`config.mk`:
```
export PLATFORM = sky130hd
export DESIGN_NAME = div_issue_ctrl
export DESIGN_NICKNAME = d
export VERILOG_FILES = /design/src/rtl/div_pkg.sv /design/src/rtl/div_sign_fix.sv /design/src/rtl/div_issue_ctrl.sv
export SDC_FILE = /design/constraint.sdc
export NUM_CORES = 1
export LEC_CHECK = 0
export CORE_MARGIN = 10
export CORE_UTILIZATION = 47
export CTS_CLUSTER_SIZE = 20
export DETAILED_ROUTE_END_ITERATION = 12
export PLACE_DENSITY = 0.81
export SETUP_SLACK_MARGIN = 0.1
export SYNTH_ARGS = -nofsm -noshare
export SYNTH_HDL_FRONTEND = slang
export SYNTH_SLANG_ARGS = --single-unit
```
`constraint.sdc`:
```
create_clock -name clock -period 9.9 [get_ports clock]
set_input_delay 1.98 -clock clock [delete_from_list [all_inputs] [get_ports clock]]
set_output_delay 1.98 -clock clock [all_outputs]
set_load 0.05 [all_outputs]
```
`src/rtl/div_pkg.sv`:
```
// Shared types and constants for the divide issue controller.
package div_pkg;

  typedef enum logic [1:0] {
    StIdle,
    StRun,
    StFix,
    StWb
  } div_state_e;

  localparam int unsigned DivLatencyDefault = 33;
  localparam logic [31:0] DivZeroLo         = 32'hFFFF_FFFF;

endpackage

```
`src/rtl/div_sign_fix.sv`:
```
// Combinational sign helper: magnitude of an operand going into the divider and
// conditional two's-complement negation of a result coming out of it.
module div_sign_fix (
  input  logic [31:0] op_i,
  input  logic        signed_i,
  output logic [31:0] abs_o,
  input  logic [31:0] res_i,
  input  logic        neg_i,
  output logic [31:0] res_o
);

  // Negation wraps at 32 bits, so |0x8000_0000| stays 0x8000_0000.
  always_comb begin
    abs_o = op_i;
    if (signed_i && op_i[31]) begin
      abs_o = ~op_i + 32'd1;
    end
  end

  always_comb begin
    res_o = res_i;
    if (neg_i) begin
      res_o = ~res_i + 32'd1;
    end
  end

endmodule

```
`src/rtl/div_issue_ctrl.sv`:
```
// Issue/writeback controller for a multi-cycle DIV/DIVU unit with HI/LO registers.
// Signed support is built only when DIV_SIGNED_EN is defined; otherwise all ops are unsigned.
module div_issue_ctrl
  import div_pkg::*;
#(
  parameter int unsigned DIV_LATENCY = DivLatencyDefault
) (
  input  logic        clock,
  input  logic        reset,
  input  logic        div_req,
  input  logic        div_signed,
  input  logic [31:0] op_a,
  input  logic [31:0] op_b,
  output logic        div_start,
  output logic [31:0] div_a,
  output logic [31:0] div_b,
  input  logic [31:0] div_q,
  input  logic [31:0] div_r,
  input  logic        mf_req,
  output logic        busy,
  output logic        stall,
  output logic [31:0] hi,
  output logic [31:0] lo,
  output logic        div_by_zero
);

  localparam int unsigned    CntW    = $clog2(DIV_LATENCY + 1);
  localparam logic [CntW-1:0] CntLast = CntW'(DIV_LATENCY - 1);

  div_state_e      state_q, state_d;
  logic [CntW-1:0] cnt_q, cnt_d;
  logic            a_neg_q, a_neg_d;
  logic            b_neg_q, b_neg_d;
  logic [31:0]     div_a_q, div_a_d;
  logic [31:0]     div_b_q, div_b_d;
  logic [31:0]     quo_q, quo_d;
  logic [31:0]     rem_q, rem_d;
  logic [31:0]     hi_q, hi_d;
  logic [31:0]     lo_q, lo_d;
  logic            start_q, start_d;
  logic            dbz_q, dbz_d;

  logic            sgn_mode;
  logic [31:0]     a_mag, b_mag;
  logic [31:0]     quo_fix, rem_fix;

`ifdef DIV_SIGNED_EN
  assign sgn_mode = div_signed;
`else
  logic unused_div_signed;
  assign unused_div_signed = div_signed;
  assign sgn_mode          = 1'b0;
`endif

  // Operand A path also fixes the quotient; operand B path fixes the remainder.
  div_sign_fix u_fix_a (
    .op_i     (op_a),
    .signed_i (sgn_mode),
    .abs_o    (a_mag),
    .res_i    (quo_q),
    .neg_i    (a_neg_q ^ b_neg_q),
    .res_o    (quo_fix)
  );

  div_sign_fix u_fix_b (
    .op_i     (op_b),
    .signed_i (sgn_mode),
    .abs_o    (b_mag),
    .res_i    (rem_q),
    .neg_i    (a_neg_q),
    .res_o    (rem_fix)
  );

  always_comb begin
    state_d = state_q;
    cnt_d   = cnt_q;
    a_neg_d = a_neg_q;
    b_neg_d = b_neg_q;
    div_a_d = div_a_q;
    div_b_d = div_b_q;
    quo_d   = quo_q;
    rem_d   = rem_q;
    hi_d    = hi_q;
    lo_d    = lo_q;
    start_d = 1'b0;
    dbz_d   = 1'b0;

    // A new request wins in every state, which also aborts any op in flight.
    if (div_req) begin
      cnt_d = '0;
      if (op_b == 32'd0) begin
        hi_d    = op_a;
        lo_d    = DivZeroLo;
        dbz_d   = 1'b1;
        state_d = StIdle;
      end else begin
        div_a_d = a_mag;
        div_b_d = b_mag;
        a_neg_d = sgn_mode & op_a[31];
        b_neg_d = sgn_mode & op_b[31];
        start_d = 1'b1;
        state_d = StRun;
      end
    end else begin
      unique case (state_q)
        StIdle: ;
        StRun: begin
          cnt_d = cnt_q + 1'b1;
          if (cnt_q == CntLast) begin
            quo_d   = div_q;
            rem_d   = div_r;
            state_d = StFix;
          end
        end
        StFix: begin
          quo_d   = quo_fix;
          rem_d   = rem_fix;
          state_d = StWb;
        end
        StWb: begin
          hi_d    = rem_q;
          lo_d    = quo_q;
          state_d = StIdle;
        end
        default: state_d = StIdle;
      endcase
    end
  end

  always_ff @(posedge clock or posedge reset) begin
    if (reset) begin
      state_q <= StIdle;
      cnt_q   <= '0;
      a_neg_q <= 1'b0;
      b_neg_q <= 1'b0;
      div_a_q <= '0;
      div_b_q <= '0;
      quo_q   <= '0;
      rem_q   <= '0;
      hi_q    <= '0;
      lo_q    <= '0;
      start_q <= 1'b0;
      dbz_q   <= 1'b0;
    end else begin
      state_q <= state_d;
      cnt_q   <= cnt_d;
      a_neg_q <= a_neg_d;
      b_neg_q <= b_neg_d;
      div_a_q <= div_a_d;
      div_b_q <= div_b_d;
      quo_q   <= quo_d;
      rem_q   <= rem_d;
      hi_q    <= hi_d;
      lo_q    <= lo_d;
      start_q <= start_d;
      dbz_q   <= dbz_d;
    end
  end

  assign busy        = (state_q != StIdle);
  assign stall       = mf_req & busy;
  assign div_start   = start_q;
  assign div_a       = div_a_q;
  assign div_b       = div_b_q;
  assign hi          = hi_q;
  assign lo          = lo_q;
  assign div_by_zero = dbz_q;

endmodule

```
==> summary.json, run 1 <==
{
  "outcome": {"value": "completed"},
  "core-area": {"value": 0.0174, "unit": "mm^2"},
  "netlist-cell-type-count": {"value": 33},
  "fin_crit": {"value": 5.33, "unit": "ns"},
  "area_taken_by_multi_input_logic_gates": {"value": 0.00310, "unit": "mm^2"},
  "synth_xor_area_share": {"value": 0.419, "unit": "%"},
  "fmaxAchievable": {"value": 188, "unit": "MHz"},
  "timing.critical_path.from": {"value": "mf_req"},
  "synth_area": {"value": 0.00837, "unit": "mm^2"},
  "seq_area_frac_synth": {"value": 60.4, "unit": "%"},
  "reg2reg_to": {"value": "quo_q[27]"},
  "post_synthesis_adder_cell_area_fraction": {"value": 1.05, "unit": "%"},
  "detail_route.wirelength": {"value": 23.6, "unit": "mm"},
  "tritoncts": {"value": "yes"},
  "share_of_cells_above_drive_strength_1": {"value": 27.8, "unit": "%"},
  "cts_htree_levels": {"value": 1},
  "synthDominantCellAreaShare": {"value": 60.4, "unit": "%"},
  "drtIter0Drc": {"value": 287},
  "timing.reg2reg.worst_path_depth": {"value": 7},
  "sequential_cell_area": {"value": 0.00505, "unit": "mm^2"},
  "critical_path_arrival": {"value": 3.35, "unit": "ns"},
  "power.density": {"value": 268, "unit": "mW/mm^2"},
  "cts_setup_buffers": {"value": 0},
  "number_of_antenna_violations_at_the_first_check_in_global_routing": {"value": 0},
  "num_vias": {"value": 5714},
  "synthesized_flop_and_latch_total": {"value": 202},
  "gpl.final_weighted_congestion": {"value": 0.809},
  "synthesized_instance_count": {"value": 554},
  "dominant_combinational_cell_family_by_area_after_synthesis": {"value": "multiplexers"},
  "mean_cell_area_of_the_mapped_netlist": {"value": 15.1, "unit": "um^2"},
  "numPlacedInstances": {"value": 1015},
  "vias_per_inst": {"value": 5.42},
  "ctsRootBufferMaster": {"value": "clkbuf_16"},
  "crit_chain": {"value": "clkdlybuf4s50_1 > nor2b_1 > clkdlybuf4s50_1"},
  "netlist_top_cells_area": {"value": "dfrtp_1 (60%), mux2_2 (17%), o221a_2 (4.3%)"},
  "path_class": {"value": "in -> out"},
  "min_period_over_period": {"value": 53.9, "unit": "%"},
  "postSynthNetCount": {"value": 694},
  "layout_common_cells": {"value": "clkdlybuf4s50_1 (263), dfrtp_1 (202), mux2_2 (128)"},
  "cp_common_cell": {"value": "clkdlybuf4s50_1"},
  "maxSlewHeadroom": {"value": 34.1, "unit": "%"},
  "critPathCaptureType": {"value": "output pin"},
  "fin_worst_skew": {"value": 0.0104, "unit": "ns"},
  "critical_path.slowest_cell": {"value": "clkdlybuf4s50_1"},
  "route.detailed.wl_per_inst": {"value": 22.4, "unit": "um"},
  "detailedPlacementHpwl": {"value": 16.6, "unit": "mm"},
  "number_of_inserted_filler_cells_in_the_final_layout": {"value": 1183},
  "nets_finish": {"value": 954},
  "cp_top_family": {"value": "buffers and inverters"},
  "top_level_ports": {"value": 265},
  "dr_drc_count": {"value": 0},
  "grt_pass1_vias": {"value": 6501},
  "min_to": {"value": "rem_q[31]"},
  "critical_path_peak_fanout": {"value": 1},
  "tritoncts_num_sinks": {"value": 202},
  "global_route.usage.total": {"value": 19.2, "unit": "%"},
  "tns": {"value": 0, "unit": "ns"},
  "detail_route.first_pass.iterations": {"value": 4},
  "crit-reg2reg-launch": {"value": "cnt_q[0]"},
  "grt_setup_unrepaired": {"value": "no"},
  "port_buffers": {"value": 263},
  "synth-compound-area-share": {"value": 9.69, "unit": "%"},
  "max-vdd-ir-drop": {"value": 0.000180, "unit": "V"},
  "row_count": {"value": 48},
  "synthSimpleGateAreaFrac": {"value": 4.55, "unit": "%"},
  "critPathLaunchType": {"value": "primary input"},
  "critPathRequiredTime": {"value": 7.92, "unit": "ns"},
  "min-delay-start": {"value": "rem_q[31]"},
  "die_w": {"value": 153, "unit": "um"},
  "dieArea": {"value": 0.0235, "unit": "mm^2"},
  "fin_cells": {"value": 1055},
  "drv_cap": {"value": 0},
  "grt_first_pass_wirelength": {"value": 37.1, "unit": "mm"},
  "min_path_type": {"value": "reg -> reg"},
  "maxSlewViolCount": {"value": 0},
  "cts_max_path_bufs": {"value": 3},
  "chipHeight": {"value": 153, "unit": "um"},
  "timing.hold.worst_path_depth": {"value": 1},
  "hold_viol_final": {"value": 0},
  "globalRoute.totalOverflow": {"value": 0},
  "design_power_total": {"value": 0.00321, "unit": "W"},
  "yosysTopAreaCell": {"value": "dfrtp_1"},
  "cts_hold_repair.buffers": {"value": 0},
  "worstMarginPinSlew": {"value": 0.989, "unit": "ns"},
  "n_antenna_cell": {"value": 0},
  "post_cts_resize_count": {"value": 0},
  "synth.area.mux_share": {"value": 21.2, "unit": "%"},
  "worstSkewPairLatency": {"value": 0.50, "unit": "ns"},
  "leakage": {"value": 5.08, "unit": "nW"},
  "cp.buffers_inverters": {"value": 2},
  "ys.warnings.count": {"value": 0},
  "critical_path.max_stage_delay": {"value": 0.81, "unit": "ns"},
  "floorplan.initialDensity": {"value": 48.2, "unit": "%"},
  "cts.reportedPaths.clkPinSlew": {"value": 0.06, "unit": "ns"},
  "mostFrequentLayoutCell": {"value": "clkdlybuf4s50_1"},
  "cts_inserted_buffers": {"value": 22},
  "detail-route-antenna-nets": {"value": 0},
  "areaGrowthSynthToFinish": {"value": 43.0, "unit": "%"},
  "setup_viol": {"value": 0},
  "pin_count_of_the_biggest_net_entering_global_routing": {"value": 124},
  "worst_hold_margin": {"value": 0.497, "unit": "ns"},
  "reg2reg_slack": {"value": 7.10, "unit": "ns"},
  "final_core_utilization": {"value": 68.9, "unit": "%"}
}
## logic make-up (layout without fill, tap and decap cells)
| group | count (synthesis) | after routing |
|---|---|---|
| flops | 202 | 202 |
| simple gates | 64 | 64 |
| fa+ha+maj | 7 | 7 |
| compound gates | 72 | 72 |
| xor+xnor | 4 | 4 |
| buf+inv | 44 | 320 |
| mux | 161 | 161 |
## state kept, by name, indices dropped and copies added, names as in the netlist
name	count
quo_q	32
lo	32
div_a	32
state_q	2
div_b	32
hi	32
rem_q	32
div_start	1
cnt_q	6
div_by_zero	1
## per-layer routing
metal	wire [um]	vias up	GRT usage, %
met5	0	-	0
met4	488	0	5.17
met3	2440	40	8.81
met2	11600	210	32.0
met1	9080	2917	21.9
li1	-	2547	-
## report_power, final
part           internal [W]  switching [W]  leakage, nW
Combinational      0.000481       0.000761         2.19
Sequential         0.000980       0.000111         2.50
Clock              0.000553       0.000324        0.394
## worst register-to-register path, stage by stage (launching register included)
cell and delay, ns:
dfrtp_1 0.42, inv_1 0.07, ha_1 0.13, nand2_1 0.08
nor4_1 0.20, and3_2 0.80, buf_4 0.56, mux2_2 0.43
## final cells by class
class	count	share of cell area, %
clock buffers	32	5.68
clock inverters	8	0.983
inverters	9	0.345
multi-input cells	308	25.9
flip-flops and latches	202	42.2
well taps	225	2.35
repair buffers	271	22.5
## through the flow
stage | instance area, um^2 | setup WS (ns)
after global routing | 12000 | 4.49
after detailed placement | 11200 | 4.56
after CTS | 12000 | 4.56
after floorplan | 8370 | 2.41
after global placement | 11200 | 4.52
final | 12000 | 4.57
## synth_stat cells, drive strengths merged
library cell  count
nor4              9
xnor2             1
xor2              3
buf              26
a211oi            1
or2               1
o221a            32
nor2b             2
and3              1
dfrtp           202
ha                7
mux2            128
a31o              1
a2bb2oi          32
nand2             3
a21oi             2
nand2b           32
o41ai             1
nor2              6
nand4             5
a211o             1
mux2i            33
nand3             2
and4              2
clkbuf            9
o21ai             2
inv               9
or3               1
## worst max-delay path by stage
stage	to	depth (start not counted)
2_1_floorplan	cnt_q[0]	1
3_3_place_gp	stall	3
3_5_place_dp	stall	3
4_1_cts	stall	3
5_1_grt	stall	3
6_report	stall	3
(Power assumes the default switching activity.)
==> inputs of run 2 (changes only) <==
--- a/config.mk
+++ b/config.mk
@@ -6,10 +6,10 @@
 export NUM_CORES = 1
 export LEC_CHECK = 0
 export CORE_MARGIN = 10
-export CORE_UTILIZATION = 47
+export CORE_UTILIZATION = 42
 export CTS_CLUSTER_SIZE = 20
 export DETAILED_ROUTE_END_ITERATION = 12
-export PLACE_DENSITY = 0.81
+export PLACE_DENSITY = 0.76
 export SETUP_SLACK_MARGIN = 0.1
 export SYNTH_ARGS = -nofsm -noshare
 export SYNTH_HDL_FRONTEND = slang
==> constraint.sdc (replaced) <==
create_clock -name clock -period 4.44 [get_ports clock]
set_input_delay 0.888 -clock clock [delete_from_list [all_inputs] [get_ports clock]]
set_output_delay 0.888 -clock clock [all_outputs]
set_load 0.05 [all_outputs]
==> run 2 against run 1 <==
  * Sequential power increased by 120%
  * Register-to-register slack got worse by 5.0 ns
  * Clock-buffer cell count unchanged
  * First-iteration DRC count decreased by 15%
  * Wire length decreased by 0.23%
  * Die area increased by 10%
  * Combinational power increased by 120%
  * Largest power group unchanged
  * Highest routed layer unchanged
==> summary.json, run 2 (same netlist as run 1, synthesis figures left out) <==
{
  "outcome": {"value": "completed", "change": "unchanged"},
  "share_of_cells_above_drive_strength_1": {"value": 27.7, "unit": "%", "change": "was 27.8%"},
  "core-area": {"value": 0.0195, "unit": "mm^2", "change": "was 0.0174 mm^2"},
  "grt_setup_unrepaired": {"value": "no", "change": "unchanged"},
  "areaGrowthSynthToFinish": {"value": 43.4, "unit": "%", "change": "was 43.0%"},
  "route.detailed.wl_per_inst": {"value": 21.4, "unit": "um", "change": "was 22.4 um"},
  "drv_cap": {"value": 0, "change": "unchanged"},
  "port_buffers": {"value": 263, "change": "unchanged"},
  "grt_pass1_vias": {"value": 6503, "change": "was 6501"},
  "fin_cells": {"value": 1100, "change": "was 1055"},
  "min_period_over_period": {"value": 71.2, "unit": "%"},
  "final_area": {"value": 0.0120, "unit": "mm^2", "change": "about the same"},
  "dr_drc_count": {"value": 0, "change": "unchanged"},
  "detailed_place.area": {"value": 0.0113, "unit": "mm^2", "change": "was 0.0112 mm^2"},
  "num_vias": {"value": 5697, "change": "was 5714"},
  "cts_setup_buffers": {"value": 0, "change": "unchanged"},
  "min_path_type": {"value": "reg -> reg", "change": "unchanged"},
  "floorplan.initialDensity": {"value": 42.8, "unit": "%", "change": "was 48.2%"},
  "critPathCaptureType": {"value": "output pin", "change": "unchanged"},
  "setup_viol": {"value": 0, "change": "unchanged"},
  "n_antenna_cell": {"value": 0, "change": "unchanged"},
  "row_count": {"value": 51, "change": "was 48"},
  "worst_hold_margin": {"value": 0.499, "unit": "ns", "change": "was 0.497 ns"},
  "max-vdd-ir-drop": {"value": 0.000458, "unit": "V", "change": "was 0.000180 V"},
  "nets_finish": {"value": 960, "change": "was 954"},
  "detail-route-antenna-nets": {"value": 0, "change": "unchanged"},
  "critPathRequiredTime": {"value": 3.55, "unit": "ns", "change": "was 7.92 ns"},
  "gpl.final_weighted_congestion": {"value": 0.813, "change": "was 0.809"},
  "worstMarginPinSlew": {"value": 0.991, "unit": "ns", "change": "was 0.989 ns"},
  "fin_crit": {"value": 3.16, "unit": "ns"},
  "grt_first_pass_wirelength": {"value": 37.5, "unit": "mm", "change": "was 37.1 mm"},
  "cts_max_path_bufs": {"value": 3, "change": "unchanged"},
  "leakage": {"value": 5.06, "unit": "nW", "change": "was 5.08 nW"},
  "top_level_ports": {"value": 265, "change": "unchanged"},
  "global_route.usage.total": {"value": 17.8, "unit": "%", "change": "was 19.2%"},
  "tritoncts": {"value": "yes", "change": "unchanged"},
  "cts_inserted_buffers": {"value": 23, "change": "was 22"},
  "pin_count_of_the_biggest_net_entering_global_routing": {"value": 165, "change": "was 124"},
  "critical_path_peak_fanout": {"value": 1, "change": "unchanged"},
  "cts_htree_levels": {"value": 1, "change": "unchanged"},
  "timing.reg2reg.worst_path_depth": {"value": 5, "change": "was 7"},
  "timing.hold.worst_path_depth": {"value": 1, "change": "unchanged"},
  "tns": {"value": 0, "unit": "ns", "change": "unchanged"},
  "mostFrequentLayoutCell": {"value": "clkdlybuf4s50_1", "change": "unchanged"},
  "number_of_antenna_violations_at_the_first_check_in_global_routing": {"value": 0, "change": "unchanged"},
  "numPlacedInstances": {"value": 1060, "change": "was 1015"},
  "vias_per_inst": {"value": 5.18, "change": "was 5.42"},
  "tritoncts_num_sinks": {"value": 202, "change": "unchanged"},
  "dieArea": {"value": 0.0260, "unit": "mm^2", "change": "was 0.0235 mm^2"},
  "critical_path_arrival": {"value": 2.27, "unit": "ns", "change": "was 3.35 ns"},
  "globalRoute.totalOverflow": {"value": 0, "change": "unchanged"},
  "chipHeight": {"value": 161, "unit": "um", "change": "was 153 um"},
  "power.density": {"value": 581, "unit": "mW/mm^2", "change": "was 268 mW/mm^2"},
  "fin_worst_skew": {"value": 0.00678, "unit": "ns", "change": "was 0.0104 ns"},
  "detail_route.first_pass.iterations": {"value": 4, "change": "unchanged"},
  "final_core_utilization": {"value": 61.5, "unit": "%", "change": "was 68.9%"},
  "detailedPlacementHpwl": {"value": 16.8, "unit": "mm", "change": "was 16.6 mm"},
  "post_cts_resize_count": {"value": 0, "change": "unchanged"},
  "detail_route.wirelength": {"value": 23.5, "unit": "mm", "change": "was 23.6 mm"},
  "maxSlewHeadroom": {"value": 33.9, "unit": "%", "change": "was 34.1%"},
  "drtIter0Drc": {"value": 244, "change": "was 287"},
  "layout_common_cells": {"value": "clkdlybuf4s50_1 (263), dfrtp_1 (202), mux2_2 (128)", "change": "unchanged"},
  "critPathLaunchType": {"value": "primary input", "change": "unchanged"},
  "cts_hold_repair.buffers": {"value": 0, "change": "unchanged"},
  "die_w": {"value": 161, "unit": "um", "change": "was 153 um"},
  "ctsRootBufferMaster": {"value": "clkbuf_16", "change": "unchanged"},
  "path_class": {"value": "in -> out", "change": "unchanged"},
  "worstSkewPairLatency": {"value": 0.49, "unit": "ns", "change": "was 0.50 ns"},
  "hold_viol_final": {"value": 0, "change": "unchanged"},
  "fmaxAchievable": {"value": 316, "unit": "MHz"},
  "cts.reportedPaths.clkPinSlew": {"value": 0.06, "unit": "ns", "change": "about the same"},
  "maxSlewViolCount": {"value": 0, "change": "unchanged"}
}
==> run 2: cell types whose count changed in the layout (fill, tap and decap cells not counted) <==
cell and delta:
clkinvlp_4 +1, buf_12 +4, buf_4 +1, clkinv_2 +2
clkbuf_1 +5, clkbuf_8 -5, bufinv_16 -2, inv_8 -1
==> run 2: worst max-delay path, stage by stage <==
cell and delay [ns]:
clkdlybuf4s50_1 0.46, nor2b_1 0.12, clkdlybuf4s50_1 0.81
==> run 2: area by class of cell <==
| cell class | instances | area, um^2 |
|---|---|---|
| Fill cell | 1492 | 7530 |
| Inverter | 9 | 37.5 |
| Sequential cell | 202 | 5050 |
| Clock buffer | 32 | 629 |
| Tap cell | 265 | 332 |
| Timing Repair Buffer | 276 | 2780 |
| Multi-Input combinational cell | 308 | 3100 |
| Clock inverter | 8 | 67.6 |
==> run 2: metal layers <==
layer / track usage [%] / vias up / part of all wire [%]
met5: 0 / - / 0
met3: 7.88 / 30 / 10
li1: - / 2566 / -
met1: 20.6 / 2911 / 39
met4: 4.34 / 0 / 1.9
met2: 29.5 / 190 / 49
==> run 2: path summary, 6_finish.rpt <==
path / start / end / slack [ns]
max: mf_req / stall / 1.28
min: rem_q[21] / rem_q[21] / 0.50
max reg2reg: state_q[1] / quo_q[25] / 2.12
min reg2reg: rem_q[21] / rem_q[21] / 0.50
max in group asynchronous: reset / lo[25] / 2.70
min in group asynchronous: reset / rem_q[9] / 0.90
==> run 2: power by group <==
part	internal, W	switching (W)	leakage, nW	total (W)
clock network	0.00104	0.000716	0.344	0.00176
logic	0.00108	0.00169	2.22	0.00277
registers	0.00219	0.000254	2.50	0.00244
==> run 2: through the flow <==
stage          setup WS (ns)  total power (W)
2_1_floorplan          0.936          0.00422
3_3_place_gp           0.918          0.00519
3_5_place_dp           0.908          0.00525
4_1_cts                 1.27          0.00705
5_1_grt                 1.18          0.00728
6_report                1.28          0.00697
